**config.mk**
```make
export PLATFORM = sky130hd
export DESIGN_NAME = i_fetch_stage
export DESIGN_NICKNAME = d
export VERILOG_FILES = /design/src/rtl/fetch_pkg.sv /design/src/rtl/if_id_reg.sv /design/src/rtl/i_fetch_stage.sv
export SDC_FILE = /design/constraint.sdc
export NUM_CORES = 1
export LEC_CHECK = 0
export CAP_MARGIN = 5
export CORE_MARGIN = 1.5
export CORE_UTILIZATION = 57
export DETAILED_ROUTE_END_ITERATION = 7
export PLACE_DENSITY = 0.9
export SETUP_SLACK_MARGIN = 0.4
export SLEW_MARGIN = 10
export SYNTH_ARGS = -nofsm -noshare
export SYNTH_HDL_FRONTEND = slang
export SYNTH_SLANG_ARGS = --single-unit
```
**constraint.sdc**
```tcl
create_clock -name CLK -period 4.14 [get_ports CLK]
set_input_delay 0.414 -clock CLK [delete_from_list [all_inputs] [get_ports CLK]]
set_output_delay 0.414 -clock CLK [all_outputs]
set_load 0.02 [all_outputs]
```
**src/rtl/fetch_pkg.sv**
```systemverilog
// rtl/fetch_pkg.sv - shared types and constants for the instruction-fetch stage
package fetch_pkg;

  localparam int PC_W = 32;

  localparam logic [PC_W-1:0] NOP_WORD_DEFAULT = 32'h0000_0000;

  typedef enum logic [1:0] {
    IDLE,
    FETCH,
    HOLD,
    DRAIN
  } fetch_state_e;

  typedef struct packed {
    logic [PC_W-1:0] instr;
    logic [PC_W-1:0] npc;
  } if_id_entry_t;

endpackage

```
**src/rtl/if_id_reg.sv**
```systemverilog
// rtl/if_id_reg.sv - IF/ID pipeline register with write-enable and flush
module if_id_reg
  import fetch_pkg::*;
#(
  parameter logic [PC_W-1:0] NOP_WORD = NOP_WORD_DEFAULT
) (
  input  logic            clk,
  input  logic            rst_n,
  input  logic            we,
  input  logic            flush,
  input  logic [PC_W-1:0] next_instruction,
  input  logic [PC_W-1:0] next_npc,
  output logic [PC_W-1:0] instruction,
  output logic [PC_W-1:0] npc,
  output logic            valid
);

  // A flush only lands when decode lets the register advance; a stalled
  // decode keeps its current instruction regardless of flush.
  always_ff @(posedge clk or negedge rst_n) begin
    if (!rst_n) begin
      instruction <= '0;
      npc         <= '0;
      valid       <= 1'b0;
    end else if (we) begin
      if (flush) begin
        instruction <= NOP_WORD;
        npc         <= '0;
        valid       <= 1'b0;
      end else begin
        instruction <= next_instruction;
        npc         <= next_npc;
        valid       <= 1'b1;
      end
    end
  end

endmodule

```
**src/rtl/i_fetch_stage.sv**
```systemverilog
// rtl/i_fetch_stage.sv - MIPS IF stage: PC, imem handshake, stall/redirect, IF/ID
module i_fetch_stage
  import fetch_pkg::*;
#(
  parameter logic [PC_W-1:0] RESET_PC = 32'h0000_0000,
  parameter logic [PC_W-1:0] PC_STEP  = 32'd1,
  parameter logic [PC_W-1:0] NOP_WORD = NOP_WORD_DEFAULT
) (
  input  logic            CLK,
  input  logic            RST,
  input  logic            PCWrite_wire,
  input  logic            IFIDWrite_wire,
  input  logic            branchTaken,
  input  logic [PC_W-1:0] add_outWire,
  input  logic            jump_in,
  input  logic [PC_W-1:0] jump_target,
  output logic            imem_req,
  output logic [PC_W-1:0] imem_addr,
  input  logic            imem_ready,
  input  logic [PC_W-1:0] imem_rdata,
  output logic [PC_W-1:0] instruction_out,
  output logic [PC_W-1:0] npc_out,
  output logic            valid_out
);

  fetch_state_e    state, state_next;
  logic [PC_W-1:0] pc, pc_next;
  logic [PC_W-1:0] stale_addr, stale_next;
  if_id_entry_t    park, park_next;

  logic [PC_W-1:0] pc_inc;
  logic [PC_W-1:0] redirect_pc;
  logic            redirect;
  logic            done;

  logic            ifid_we;
  logic            ifid_flush;
  logic [PC_W-1:0] ifid_instr;
  logic [PC_W-1:0] ifid_npc;

  assign pc_inc      = pc + PC_STEP;
  assign redirect    = IFIDWrite_wire && (jump_in || branchTaken);
  assign redirect_pc = jump_in ? jump_target : add_outWire;

  // DRAIN keeps the stale request on the bus, at its original address,
  // until memory answers; only then is the new PC presented.
  assign imem_req  = (state == FETCH) || (state == DRAIN);
  assign imem_addr = (state == DRAIN) ? stale_addr : pc;
  assign done      = imem_req && imem_ready;

  always_ff @(posedge CLK or negedge RST) begin
    if (!RST) begin
      state      <= IDLE;
      pc         <= RESET_PC;
      stale_addr <= RESET_PC;
      park       <= '0;
    end else begin
      state      <= state_next;
      pc         <= pc_next;
      stale_addr <= stale_next;
      park       <= park_next;
    end
  end

  always_comb begin
    state_next = state;
    pc_next    = pc;
    stale_next = stale_addr;
    park_next  = park;
    ifid_we    = IFIDWrite_wire;
    ifid_flush = 1'b1;
    ifid_instr = imem_rdata;
    ifid_npc   = pc_inc;

    case (state)
      IDLE: begin
        state_next = FETCH;
        if (redirect) pc_next = redirect_pc;
      end

      FETCH: begin
        if (redirect) begin
          pc_next = redirect_pc;
          if (!done) begin
            state_next = DRAIN;
            stale_next = pc;
          end
        end else if (done) begin
          if (PCWrite_wire) pc_next = pc_inc;
          if (IFIDWrite_wire) begin
            ifid_flush = 1'b0;
          end else begin
            park_next  = '{instr: imem_rdata, npc: pc_inc};
            state_next = HOLD;
          end
        end
      end

      // Leaving HOLD moves the PC past the parked word even if the PC was
      // frozen when it arrived, so the word is never fetched twice.
      HOLD: begin
        if (redirect) begin
          pc_next    = redirect_pc;
          state_next = FETCH;
        end else if (IFIDWrite_wire) begin
          ifid_flush = 1'b0;
          ifid_instr = park.instr;
          ifid_npc   = park.npc;
          pc_next    = park.npc;
          state_next = FETCH;
        end
      end

      DRAIN: begin
        if (redirect) pc_next = redirect_pc;
        if (done) state_next = FETCH;
      end

      default: state_next = IDLE;
    endcase
  end

  if_id_reg #(
    .NOP_WORD(NOP_WORD)
  ) u_if_id (
    .clk             (CLK),
    .rst_n           (RST),
    .we              (ifid_we),
    .flush           (ifid_flush),
    .next_instruction(ifid_instr),
    .next_npc        (ifid_npc),
    .instruction     (instruction_out),
    .npc             (npc_out),
    .valid           (valid_out)
  );

endmodule

```
# Word level (Yosys, flattened, before mapping)
# Cells that the tools add are included.
dict set report op_classes {
  addsub 1
  n_eq_ne 10
  muxes 29
  n_bitwise 3
  reduce_logical 10
}
# op n
set op_table {}
lappend op_table {{32-bit two-way mux} 14}
lappend op_table {{32-bit case mux with 3 select lines} 1}
lappend op_table {{32-bit by 1-bit adder with 32-bit output, second input constant} 1}
lappend op_table {{3-bit != test, second input constant} 5}
lappend op_table {{2-bit two-way mux} 7}
lappend op_table {{2-bit case mux with 4 select lines} 1}
lappend op_table {{4-bit AND reduction} 2}
lappend op_table {{1-bit two-way mux} 5}
lappend op_table {{5-bit AND reduction} 1}
lappend op_table {{2-bit equality test, second input constant} 2}
lappend op_table {{1-bit inverter} 3}
lappend op_table {{3-bit AND reduction} 1}
lappend op_table {{2-bit by 1-bit equality test with 1-bit output, second input constant} 1}
lappend op_table {{1-bit logical AND} 2}
lappend op_table {{2-bit logical NOT} 1}
lappend op_table {{1-bit logical OR} 2}
lappend op_table {{2-bit by 1-bit != test with 1-bit output, second input constant} 1}
lappend op_table {{2-bit != test, second input constant} 1}
lappend op_table {{1-bit case mux with 2 select lines} 1}
lappend op_table {{2-bit OR reduction} 1}
dict set report word_totals {
  regBits 195
  inputBits 103
  out_inout_bits 98
  elab_cells 61
}

# Longest topological paths before layout
# Gate-level depths: netlist of run 1.
dict set report logic_depth {
  word_depth 7
  ltp_mapped 10
  mapped_depth_nobuf 7
}

# By module
# A second synthesis of run 1 with hierarchy kept.
dict set report hier_totals {
  hier_cells 1051
  hier_area_um2 10493.8
}
# module instances cells_per_inst area_per_inst_um2 seq_area_each_um2
set by_module_without_submodules {}
lappend by_module_without_submodules {i_fetch_stage 1 771 7636.1 3253.1}
lappend by_module_without_submodules {if_id_reg 1 280 2857.7 1626.6}

# Least setup slack after synthesis of run 1
# Ideal clock, no wire load.
dict set report synth_timing {
  path_kind {flip-flop to flip-flop}
  start {register pc[0]}
  end {register pc[30]}
  setup_time_ns 0.121
  arrival_ns 2.127
  required_ns 4.019
  slack_ns 1.892
  stages_incl_launch_ff 7
  n_path_buf 0
  period_less_slack_ns 2.248
  cell_sequence {dfrtp_1 -> ha_1 -> nand3_2 -> or3_4 -> or4_4 -> a2bb2oi_1 -> o22a_1}
}
dict set report synth_between {
  elab_chain_cells 5
}
# item line_no
set synth_lines {}
lappend synth_lines {{start, declared} i_fetch_stage.sv:27} ;# logic [PC_W-1:0] pc, pc_next;
lappend synth_lines {{start signal, assigned} i_fetch_stage.sv:59} ;# pc <= pc_next;
lappend synth_lines {{32-bit by 1-bit adder with 32-bit output} i_fetch_stage.sv:41} ;# assign pc_inc = pc + PC_STEP;
lappend synth_lines {{32-bit two-way mux} i_fetch_stage.sv:89} ;# if (PCWrite_wire) pc_next = pc_inc;
lappend synth_lines {{32-bit two-way mux} i_fetch_stage.sv:88} ;# end else if (done) begin
lappend synth_lines {{32-bit two-way mux} i_fetch_stage.sv:82} ;# if (redirect) begin
lappend synth_lines {{32-bit case mux with 3 select lines} i_fetch_stage.sv:75} ;# case (state)
# Every way passes these cells. The select of a mux whose other input is x is not followed.
# A chain may end at the register's enable or synchronous reset.

# Worst setup path in the final report of run 1
dict set report layout_timing {
  start {register state[0]}
  end {register pc[21]}
}
dict set report layout_between {
  elab_chain_cells 5
  word_cells_on_any_way 13
  classes_between {eq/ne: 7; mux: 1; reduce/logical: 5}
}
# item line_no
set layout_lines {}
lappend layout_lines {{start, declared} i_fetch_stage.sv:26} ;# fetch_state_e state, state_next;
lappend layout_lines {{start signal, assigned} i_fetch_stage.sv:58} ;# state <= state_next;
lappend layout_lines {{2-bit by 1-bit equality test with 1-bit output / 2-bit equality test (equally long branches)} {i_fetch_stage.sv:47, i_fetch_stage.sv:75}}
lappend layout_lines {{1-bit logical OR} i_fetch_stage.sv:47} ;# assign imem_req = (state == FETCH) || (state == DRAIN);
lappend layout_lines {{1-bit logical AND} i_fetch_stage.sv:49} ;# assign done = imem_req && imem_ready;
lappend layout_lines {{3-bit != test (no source line)} n/a}
lappend layout_lines {{4-bit AND reduction (no source line)} n/a}
# Several ways; a longest one is shown, not always the timed one.

==> reports/qor.csv, run 1 <==
stage,metric,value,unit
outcome,status,"complete, no violations",
clock_tree,"Clk pin slew, worst setup/hold paths",0.08,ns
power,VDD IR-drop max,494,uV
clock_tree,worst skew pair latency,0.44,ns
die,die area,18800,um^2
power,Pleak,0.00549,uW
die,Top-Level Pins,201,
global_routing,largest net degree at the start of global routing,113,
placement,global placer's final weighted congestion,0.975,
finish,area grow syn2layout,26.4,%
timing,Pins Over Slew Limit,0,
clock_tree,CTS Sinks,195,
synth,Synth Register Bits,195,
placement,I/O Buffers,200,
synth,post-synthesis sequential area ratio,47.6,%
global_routing,number of global-route vias before repair,8526,
die,FP Rows,48,
critical_path,CP Capture Type,flip-flop,
detailed_routing,length of the first detailed-routing pass in iterations,5,
synth,synth unique cells,62,
die,Die Y,137,um
die,core area,17400,um^2
synth,Synth Flop Type,dfrtp_1,
critical_path,Worst Path Max Fanout,22,
clock_tree,post-CTS setup buffer count,0,
critical_path,Worst path top cell family by delay,compound AO/OA/AOI/OAI gates,
timing,final setup fails,0,
placement,dpl cells,1321,
die,Die Span X,137,um
synth,synth warn,0,
synth,Post-Synthesis Cell Area,10300,um^2
finish,# diodes,0,
global_routing,global-route wire length before repair,45.5,mm
timing,Worst Clk Skew,0.00818,ns
synth,Post-synth EDFFs,0,
critical_path,Critical-path top delay cell,o31a_1,
detailed_routing,Antenna Violating Nets Remaining,0,
finish,Final #Nets,1222,
critical_path,worst reg2reg path startpoint,state[0]$_DFFE_PN0P_,
detailed_routing,drt wl/cell,21.9,um
detailed_routing,Via Count,8766,
clock_tree,CTS buffer count,17,
timing,Rel. slew slack,26.3,%
run,Max-cap violations,0,
detailed_routing,DR vias/cell,6.48,
critical_path,critical path class,reg2reg,
synth,Synthesized Nets,1071,
finish,non-filler cells in the finished layout,1353,
synth,area share of the largest cell type after synthesis,47.6,%
die,effective utilization at floorplan,58.9,%
global_routing,initial antenna violation count,0,
timing,Final period util,74.2,%
clock_tree,hold buffer count at CTS,0,
clock_tree,cts repair resizes,0,
timing,RSZ-0062 raised after global routing,no,
critical_path,buffers and inverters on the worst path,2,
synth,syn avg cell area,10.6,um^2
timing,crit path time final,3.07,ns
placement,DP HPWL,20.3,mm
power,pwr/cell area,668,nW/um^2
worst_hold_path,Worst Hold Class,in2async,
detailed_routing,DRC,0,
clock_tree,Clock Path Buffers,2,
critical_path,CP required,4.46,ns
synth,top area cells in the synthesized netlist,"dfrtp_1, mux2_2, mux2i_1",
finish,share of post-route cells with drive strength above 1,16.1,%
timing,Sum Neg Setup Slack,0,ns
critical_path,CP cell instances,"inv_1, ha_1, nor2b_1, o31a_1, buf_4, a21oi_1, o2bb2a_1",
synth,largest area contributor in the netlist,dfrtp_1,
clock_tree,CTS Root Cell,clkbuf_16,
global_routing,grt ovf,0,
detailed_routing,initial DRC count,847,
critical_path,Worst Setup SP,state[0]$_DFFE_PN0P_,
timing,endpoints failing hold,0,
critical_path,startpoint types,flip-flop,
critical_path,Critical Path Max Stage Delay,0.76,ns
synth,Post-Synthesis Cells,964,
clock_tree,H-tree levels,4,
clock_tree,CTS tree,built,
timing,Worst Tran Pin Value,1.10,ns
critical_path,arrival time of the worst setup path,3.39,ns
synth,fraction of registers with async set/reset,100,%
timing,Fmax,326,MHz
detailed_routing,final WL,29.7,mm
finish,FILL cells,1223,
global_routing,gr usage total,32.0,%
## layout make-up
| cell class | instances | area, um^2 | area share, % |
|---|---|---|---|
| Sequential cell | 195 | 4880 | 37.6 |
| Clock buffer | 18 | 429 | 3.31 |
| Tap cell | 225 | 282 | 2.17 |
| Inverter | 14 | 52.6 | 0.405 |
| Multi-Input combinational cell | 667 | 5020 | 38.7 |
| Clock inverter | 14 | 138 | 1.06 |
| Timing Repair Buffer | 220 | 2160 | 16.7 |
## logic make-up after synthesis
kind of cell             count (synthesis)  synth area share (%)
buffers and inverters                  102                  3.99
adder cells (fa/ha/maj)                  4                 0.488
flip-flops                             195                  47.6
XOR/XNOR                                28                  2.39
multiplexers                           165                  17.4
AND/OR/NAND/NOR                        203                  10.4
AO/OA/AOI/OAI                          267                  17.8
## report_power, final
group	internal (uW)	total, uW	switching [uW]
clock	800	1610	805
sequential	2580	3320	742
combinational	1750	3730	1970
## cell usage in the layout (no fill, tap or decap), types with 4 or more instances in the layout
cell type	n
xor2_1	12
nand4_1	22
o21ai_0	81
a31oi_1	4
nor2_1	36
clkdlybuf4s50_1	198
nand2b_1	8
o22ai_1	6
clkbuf_16	17
or4_1	6
mux2i_1	56
inv_1	13
nor3_1	12
dfrtp_1	195
and3_1	4
nor4_1	7
o21a_1	8
a21oi_1	39
nand2_1	64
a221oi_1	7
a22oi_1	4
a211oi_1	5
o31a_1	5
buf_4	19
xnor2_1	16
a32oi_1	16
a21o_1	7
mux2_2	109
inv_8	4
o2bb2ai_1	48
o31ai_1	5
a22o_1	10
ha_1	4
nand3_1	18
## per-stage QoR
stage / total power [uW] / hold slack, ns / setup WS, ns / instance area (um^2) / utilization, %
detailed placement: 7000 / 0.473 / 1.04 / 12400 / 71.2
global route: 9080 / 0.178 / 0.902 / 13000 / 74.4
finish: 8650 / 0.0815 / 1.07 / 13000 / 74.4
global placement: 6870 / 0.463 / 1.11 / 12400 / 71.2
floorplan: 5540 / 0.118 / 1.89 / 10300 / -
CTS: 8620 / 0.139 / 1.16 / 13000 / 74.4
## synthesized netlist by cell type, types with 4 or more instances
| library cell | instances |
|---|---|
| a211oi_1 | 5 |
| a21o_1 | 7 |
| a21oi_1 | 39 |
| a221oi_1 | 7 |
| a22o_1 | 10 |
| a22oi_1 | 4 |
| a31oi_1 | 4 |
| a32oi_1 | 16 |
| and3_1 | 4 |
| buf_1 | 4 |
| buf_2 | 17 |
| clkbuf_1 | 65 |
| dfrtp_1 | 195 |
| ha_1 | 4 |
| inv_1 | 14 |
| mux2_2 | 109 |
| mux2i_1 | 56 |
| nand2_1 | 65 |
| nand2b_1 | 8 |
| nand3_1 | 19 |
| nand4_1 | 22 |
| nor2_1 | 38 |
| nor3_1 | 13 |
| nor4_1 | 7 |
| o21a_1 | 8 |
| o21ai_0 | 82 |
| o22ai_1 | 6 |
| o2bb2ai_1 | 48 |
| o31a_1 | 5 |
| o31ai_1 | 6 |
| or4_1 | 6 |
| xnor2_1 | 16 |
| xor2_1 | 12 |
## metal layers
metal / wire length (um) / track usage (%) / up-vias
met1: 11600 / 40.9 / 4313
met4: 1420 / 16.9 / 0
met3: 2270 / 6.63 / 96
li1: - / - / 3902
met2: 14300 / 51.4 / 455
met5: 0 / 0 / -
## registers in the layout, summed over array words and instances (netlist names)
signal / cells
u_if_id.npc: 32
u_if_id.valid: 1
state: 2
u_if_id.instruction: 32
pc: 32
stale_addr: 32
park: 64
## path summary, 6_finish.rpt
check,end,slack [ns],cells after the start
worst max-delay path,pc[21]$_DFFE_PN0P_,1.07,7
worst min-delay path,stale_addr[26]$_DFFE_PN0P_,0.08,1
worst max register to register,pc[21]$_DFFE_PN0P_,1.07,7
worst min register to register,u_if_id.instruction[8]$_DFFE_PN0P_,0.49,1
max in group asynchronous,u_if_id.npc[12]$_DFFE_PN0P_,3.05,2
min in group CLK,u_if_id.instruction[8]$_DFFE_PN0P_,0.49,1
(Power assumes the default switching activity.)
==> inputs of run 2 (changes only) <==
--- a/config.mk
+++ b/config.mk
@@ -7,9 +7,9 @@
 export LEC_CHECK = 0
 export CAP_MARGIN = 5
 export CORE_MARGIN = 1.5
-export CORE_UTILIZATION = 57
+export CORE_UTILIZATION = 47
 export DETAILED_ROUTE_END_ITERATION = 7
-export PLACE_DENSITY = 0.9
+export PLACE_DENSITY = 0.8
 export SETUP_SLACK_MARGIN = 0.4
 export SLEW_MARGIN = 10
 export SYNTH_ARGS = -nofsm -noshare
==> constraint.sdc (replaced) <==
create_clock -name CLK -period 2.45 [get_ports CLK]
set_input_delay 0.245 -clock CLK [delete_from_list [all_inputs] [get_ports CLK]]
set_output_delay 0.245 -clock CLK [all_outputs]
set_load 0.02 [all_outputs]
==> run 2 against run 1 <==
  * Worst setup slack lost 0.79 ns
  * Clock skew up 0.0029 ns
  * Total power increased by 95%
  * Clock power is 78% higher
  * Largest cell class unchanged
  * Highest routed layer unchanged
  * Wire length rose by 14%
  * Sequential power up 63%
  * Non-clock buffer count rose by 107
  * Register-to-register slack lost 0.79 ns
  * Via count rose by 6.4%
  * Utilization down 5.9 points
  * Design area is 12% higher
  * Final cell count increased by 12%
==> reports/qor.csv, run 2 (same netlist as run 1, synthesis figures left out) <==
stage,metric,value,unit,change
finish,# diodes,0,,unchanged
die,Die Y,151,um,+9.9%
finish,register area,4900,um^2,+0.33%
timing,Rel. slew slack,49.2,%,+23 points
clock_tree,H-tree levels,4,,unchanged
detailed_routing,length of the first detailed-routing pass in iterations,7,,+2
critical_path,R2R Setup Slk,0.28,ns,-0.79 ns
critical_path,CP required,2.74,ns,-1.72 ns
detailed_routing,drt wl/cell,22.3,um,+1.9%
critical_path,Worst Path Max Fanout,8,,-64%
die,Top-Level Pins,201,,unchanged
finish,Final Util,68.6,%,-5.9 points
critical_path,arrival time of the worst setup path,2.46,ns,-0.93 ns
clock_tree,"Clk pin slew, worst setup/hold paths",0.07,ns,about the same
critical_path,worst reg2reg path startpoint,state[1]$_DFFE_PN0P_,,
global_routing,largest net degree at the start of global routing,80,,-29%
placement,I/O Buffers,200,,unchanged
critical_path,critical path class,reg2reg,,
die,die area,22700,um^2,+21%
timing,Worst Clk Skew,0.0111,ns,+0.00290 ns
detailed_routing,final WL,33.7,mm,+14%
critical_path,Critical Path Max Stage Delay,0.45,ns,-0.31 ns
timing,Sum Neg Setup Slack,0,ns,unchanged
detailed_routing,initial DRC count,972,,+15%
timing,RSZ-0062 raised after global routing,yes,,
timing,Pins Over Slew Limit,0,,unchanged
placement,global placer's final weighted congestion,0.970,,-0.48%
critical_path,CP Capture Type,flip-flop,,
clock_tree,worst skew pair latency,0.44,ns,about the same
power,VDD IR-drop max,693,uV,+40%
timing,endpoints failing hold,0,,unchanged
clock_tree,Clock Path Buffers,2,,unchanged
finish,Final #Nets,1329,,+8.8%
finish,share of post-route cells with drive strength above 1,30.0,%,+14 points
clock_tree,CTS Sinks,195,,unchanged
power,pwr/cell area,1160,nW/um^2,+74%
detailed_routing,DRC,0,,unchanged
finish,area grow syn2layout,41.9,%,
critical_path,Critical-path top delay cell,dfrtp_2,,
finish,"commonest non-fill, non-tap cells in the layout","dfrtp_1, clkdlybuf4s50_1, mux2_2",,
clock_tree,CTS tree,built,,
global_routing,initial antenna violation count,0,,unchanged
global_routing,grt ovf,0,,unchanged
finish,area of the multi-input gates,5330,um^2,+6.3%
finish,"commonest non-fill, non-tap cell in the layout",dfrtp_1,,
critical_path,buffers and inverters on the worst path,2,,unchanged
critical_path,Worst R2R End,pc[31]$_DFFE_PN0P_,,
die,effective utilization at floorplan,48.3,%,-11 points
timing,Fmax,462,MHz,+42%
critical_path,startpoint types,flip-flop,,
critical_path,Worst path top cell family by delay,compound AO/OA/AOI/OAI gates,,
clock_tree,CTS Root Cell,clkbuf_16,,
critical_path,CP cell instances,"buf_4, ha_4, nor2b_4, o31a_1, buf_12, a21o_1, o41ai_2, o311ai_2",,
detailed_routing,DR vias/cell,6.18,,-4.6%
placement,Area after DPL,13000,um^2,+4.8%
finish,Largest Register,park,,
detailed_routing,Via Count,9331,,+6.4%
global_routing,number of global-route vias before repair,8639,,+1.3%
clock_tree,CTS buffer count,17,,unchanged
finish,max reg flops,64,,unchanged
critical_path,path depth of the worst reg2reg path,8,,+1
timing,Worst Tran Pin Value,0.762,ns,-0.342 ns
power,Pleak,0.00629,uW,+15%
global_routing,gr usage total,28.2,%,-3.8 points
timing,crit path time final,2.17,ns,-0.904 ns
worst_hold_path,Worst Hold Class,in2async,,
die,core area,21200,um^2,+22%
finish,FILL cells,1610,,+32%
global_routing,global-route wire length before repair,48.5,mm,+6.7%
timing,Final period util,88.4,%,+14 points
die,FP Rows,53,,+10%
placement,DP HPWL,21.6,mm,+6.4%
run,Max-cap violations,0,,unchanged
timing,final setup fails,0,,unchanged
finish,Finished Cell Area,14600,um^2,+12%
detailed_routing,Antenna Violating Nets Remaining,0,,unchanged
die,Die Span X,151,um,+9.9%
outcome,status,"complete, no violations",,
[run 2: layout make-up]
type / instances / area share, %
sequential: 195 / 33.6
clock inverter: 10 / 0.808
tap: 275 / 2.36
timing repair buffer: 327 / 22.8
clock buffer: 22 / 3.33
inverter: 14 / 0.413
multi-input combinational: 667 / 36.7
[run 2: how the worst max path moves through the flow]
stage                          from                         to  slack (ns)  cells after the start
2_1_floorplan  state[1]$_DFFE_PN0P_  stale_addr[0]$_DFFE_PN0P_        0.30                      7
3_3_place_gp            branchTaken         pc[15]$_DFFE_PN0P_        0.18                      7
3_5_place_dp            branchTaken         pc[15]$_DFFE_PN0P_        0.14                      7
4_1_cts        state[1]$_DFFE_PN0P_         pc[31]$_DFFE_PN0P_        0.29                      7
5_1_grt        state[1]$_DFFE_PN0P_         pc[31]$_DFFE_PN0P_        0.25                      8
6_report       state[1]$_DFFE_PN0P_         pc[31]$_DFFE_PN0P_        0.28                      8
[run 2: where the power goes]
group          total (uW)  switching, uW  internal, uW
combinational        8620           4380          4240
sequential           5400           1020          4380
clock                2860           1310          1550
[run 2: metrics by stage]
stage | std cells | setup WS (ns) | total power [uW] | hold slack, ns
floorplan | 964 | 0.296 | 9400 | -0.0506
global placement | 1426 | 0.178 | 12200 | 0.267
CTS | 1473 | 0.289 | 15700 | 0.330
global route | 1510 | 0.252 | 17700 | 0.407
finish | 1510 | 0.284 | 16900 | 0.356
detailed placement | 1426 | 0.145 | 12400 | 0.268
[run 2: what timing repair did]
action                                  CTS  global route
hold buffers                              1             0
resized for setup                       177            93
buffers inserted                         11            28
pin swaps                                 6            15
cloned                                    3             9
hold endpoints to repair                 57             0
endpoints found under the setup margin  167           148
[run 2: metal layers]
layer / track usage (%) / vias to the layer above / wire length (um)
li1: - / 4106 / -
met1: 37.5 / 4646 / 13400
met3: 5.12 / 86 / 2970
met4: 11.9 / 0 / 1160
met5: 0 / - / 0
met2: 45.2 / 493 / 16200
==> inputs of run 3 (changes only) <==
--- a/config.mk
+++ b/config.mk
@@ -7,9 +7,9 @@
 export LEC_CHECK = 0
 export CAP_MARGIN = 5
 export CORE_MARGIN = 1.5
-export CORE_UTILIZATION = 47
+export CORE_UTILIZATION = 45
 export DETAILED_ROUTE_END_ITERATION = 7
-export PLACE_DENSITY = 0.8
+export PLACE_DENSITY = 0.77
 export SETUP_SLACK_MARGIN = 0.4
 export SLEW_MARGIN = 10
 export SYNTH_ARGS = -nofsm -noshare
==> run 3 against run 2 <==
  * Highest routed layer unchanged
  * Sequential share of layout area fell by 1.1 points
  * Wire length rose by 3.7%
  * Clock skew fell by 0.0021 ns
  * Combinational power rose by 10%
  * Clock-buffer cell count fell by 5
  * Final cell count rose by 1.5%
==> reports/qor.csv, run 3 (same netlist as run 1, synthesis figures left out) <==
stage,metric,value,unit,change
critical_path,Critical Path Max Stage Delay,0.52,ns,+0.07 ns
global_routing,grt ovf,0,,unchanged
critical_path,critical path class,reg2reg,,
finish,area grow syn2layout,46.5,%,
placement,global placer's final weighted congestion,0.951,,-2.0%
clock_tree,CTS Sinks,195,,unchanged
run,Max-cap violations,0,,unchanged
critical_path,startpoint types,flip-flop,,
critical_path,buffers and inverters on the worst path,0,,-2
timing,Sum Neg Setup Slack,0,ns,unchanged
detailed_routing,initial DRC count,986,,+1.4%
timing,Final WS setup,0.278,ns,-0.00637 ns
power,pwr/cell area,1180,nW/um^2,+1.8%
critical_path,Critical-path top delay cell,or4_4,,
finish,Final Util,66.8,%,-1.8 points
global_routing,number of global-route vias before repair,9003,,+4.2%
global_routing,gr usage total,27.4,%,-0.81 points
timing,RSZ-0062 raised after global routing,yes,,
clock_tree,CTS Root Cell,clkbuf_16,,
finish,"commonest non-fill, non-tap cell in the layout",dfrtp_1,,
die,core area,22500,um^2,+6.0%
finish,Largest Register,park,,
placement,pre-CTS setup slack,0.0344,ns,-0.111 ns
finish,"commonest non-fill, non-tap cells in the layout","dfrtp_1, clkdlybuf4s50_1, buf_4",,
finish,Finished Cell Area,15000,um^2,+3.2%
timing,endpoints failing hold,0,,unchanged
critical_path,CP required,2.78,ns,+0.04 ns
critical_path,CP Capture Type,flip-flop,,
clock_tree,CTS buffer count,17,,unchanged
finish,register area,4900,um^2,unchanged
detailed_routing,final WL,35.0,mm,+3.7%
die,FP Rows,55,,+3.8%
global_routing,initial antenna violation count,0,,unchanged
timing,Rel. slew slack,49.1,%,-0.12 points
critical_path,Worst Path Max Fanout,5,,-3
die,Die Span X,154,um,+2.2%
finish,max reg flops,64,,unchanged
placement,DP HPWL,21.6,mm,about the same
timing,Worst Clk Skew,0.00901,ns,-0.00207 ns
timing,Final period util,88.6,%,+0.26 points
global_routing,largest net degree at the start of global routing,66,,-18%
detailed_routing,Antenna Violating Nets Remaining,0,,unchanged
timing,crit path time final,2.17,ns,+0.00637 ns
critical_path,arrival time of the worst setup path,2.50,ns,+0.04 ns
critical_path,Worst path top cell family by delay,simple AND/OR/NAND/NOR gates,,
detailed_routing,drt wl/cell,22.8,um,+2.1%
clock_tree,CTS tree,built,,
timing,Fmax,460,MHz,-0.29%
power,Pleak,0.00650,uW,+3.2%
timing,Hold WS,0.293,ns,-0.0631 ns
critical_path,CP cell instances,"nand4_1, or3_4, or4_4, a2bb2oi_1, o22a_1",,
detailed_routing,DR vias/cell,6.15,,-0.54%
die,Top-Level Pins,201,,unchanged
worst_hold_path,Worst Hold Class,in2async,,
detailed_routing,Via Count,9422,,+0.98%
die,effective utilization at floorplan,45.6,%,-2.8 points
timing,Worst Tran Pin Value,0.764,ns,+0.00186 ns
finish,share of post-route cells with drive strength above 1,33.2,%,+3.1 points
clock_tree,worst skew pair latency,0.45,ns,about the same
outcome,status,"complete, no violations",,
clock_tree,"Clk pin slew, worst setup/hold paths",0.08,ns,about the same
clock_tree,H-tree levels,4,,unchanged
clock_tree,Clock Path Buffers,2,,unchanged
finish,Final #Nets,1342,,+0.98%
die,die area,23700,um^2,+4.4%
power,VDD IR-drop max,912,uV,+32%
placement,Area after DPL,13000,um^2,+0.13%
finish,area of the multi-input gates,5570,um^2,+4.5%
placement,I/O Buffers,200,,unchanged
timing,final setup fails,0,,unchanged
finish,# diodes,0,,unchanged
die,Die Y,154,um,+2.2%
global_routing,global-route wire length before repair,50.5,mm,+4.1%
detailed_routing,DRC,0,,unchanged
timing,Pins Over Slew Limit,0,,unchanged
detailed_routing,length of the first detailed-routing pass in iterations,7,,unchanged
finish,FILL cells,1631,,+1.3%
==> run 3: cell count changes in the layout (fill, tap and decap cells not counted), sizes merged, moves of 3 or more <==
cell / change
buf: +19
inv: +3
clkdlybuf4s15: -8
clkinv: +3
clkbuf: -4
==> run 3: cell type report <==
type / count / share of cell area [%]
timing repair buffer: 340 / 23.7
clock buffer: 17 / 2.83
sequential: 195 / 32.6
tap: 285 / 2.37
multi-input combinational: 667 / 37.1
clock inverter: 15 / 1.07
inverter: 14 / 0.391
==> run 3: final timing paths <==
| kind | to | cells past startpoint | slack [ns] | from |
|---|---|---|---|---|
| min in group CLK | park[56]$_DFFE_PN0P_ | 2 | 0.44 | imem_rdata[24] |
| max in group asynchronous | pc[9]$_DFFE_PN0P_ | 3 | 1.37 | RST |
| worst max register to register | pc[30]$_DFFE_PN0P_ | 5 | 0.28 | pc[21]$_DFFE_PN0P_ |
| worst max-delay path | pc[30]$_DFFE_PN0P_ | 5 | 0.28 | pc[21]$_DFFE_PN0P_ |
| worst min-delay path | stale_addr[25]$_DFFE_PN0P_ | 2 | 0.29 | RST |
| worst min register to register | u_if_id.npc[16]$_DFFE_PN0P_ | 1 | 0.48 | u_if_id.npc[16]$_DFFE_PN0P_ |
==> run 3: metrics by stage <==
stage | total power [uW] | std cells
final | 17700 | 1533
after global routing | 18500 | 1533
after CTS | 15800 | 1497
after detailed placement | 12400 | 1428
after global placement | 12200 | 1428
after floorplan | 9400 | 964
==> run 3: report_power, final <==
| group | total, uW | internal [uW] | switching [uW] |
|---|---|---|---|
| logic | 9490 | 4820 | 4670 |
| registers | 5440 | 4380 | 1060 |
| clock network | 2810 | 1370 | 1440 |
| total | 17700 | 10600 | 7170 |
==> run 3: worst register-to-register path, delay by kind of cell, from the launching register on <==
family	cells	cell delay (ns)
DFF	1	0.42
AOI/OAI and AO/OA	2	0.37
and+or+nand+nor	3	1.27
==> run 3: repair_timing <==
item | in CTS | in global routing
pin swaps | 17 | 30
hold endpoints to repair | 38 | 0
cloned | 3 | 9
hold buffers | 1 | 0
gates resized for setup | 143 | 203
buffers inserted | 33 | 27
setup endpoints to repair | 145 | 125
==> run 3: layer usage <==
layer  vias up  part of all wire [%]  global-route usage, %
met5         -                     0                      0
met4         0                   4.7                   12.4
met3       124                   8.8                   4.93
met2       531                    47                   44.2
met1      4651                    39                   36.0
li1       4116                     -                      -
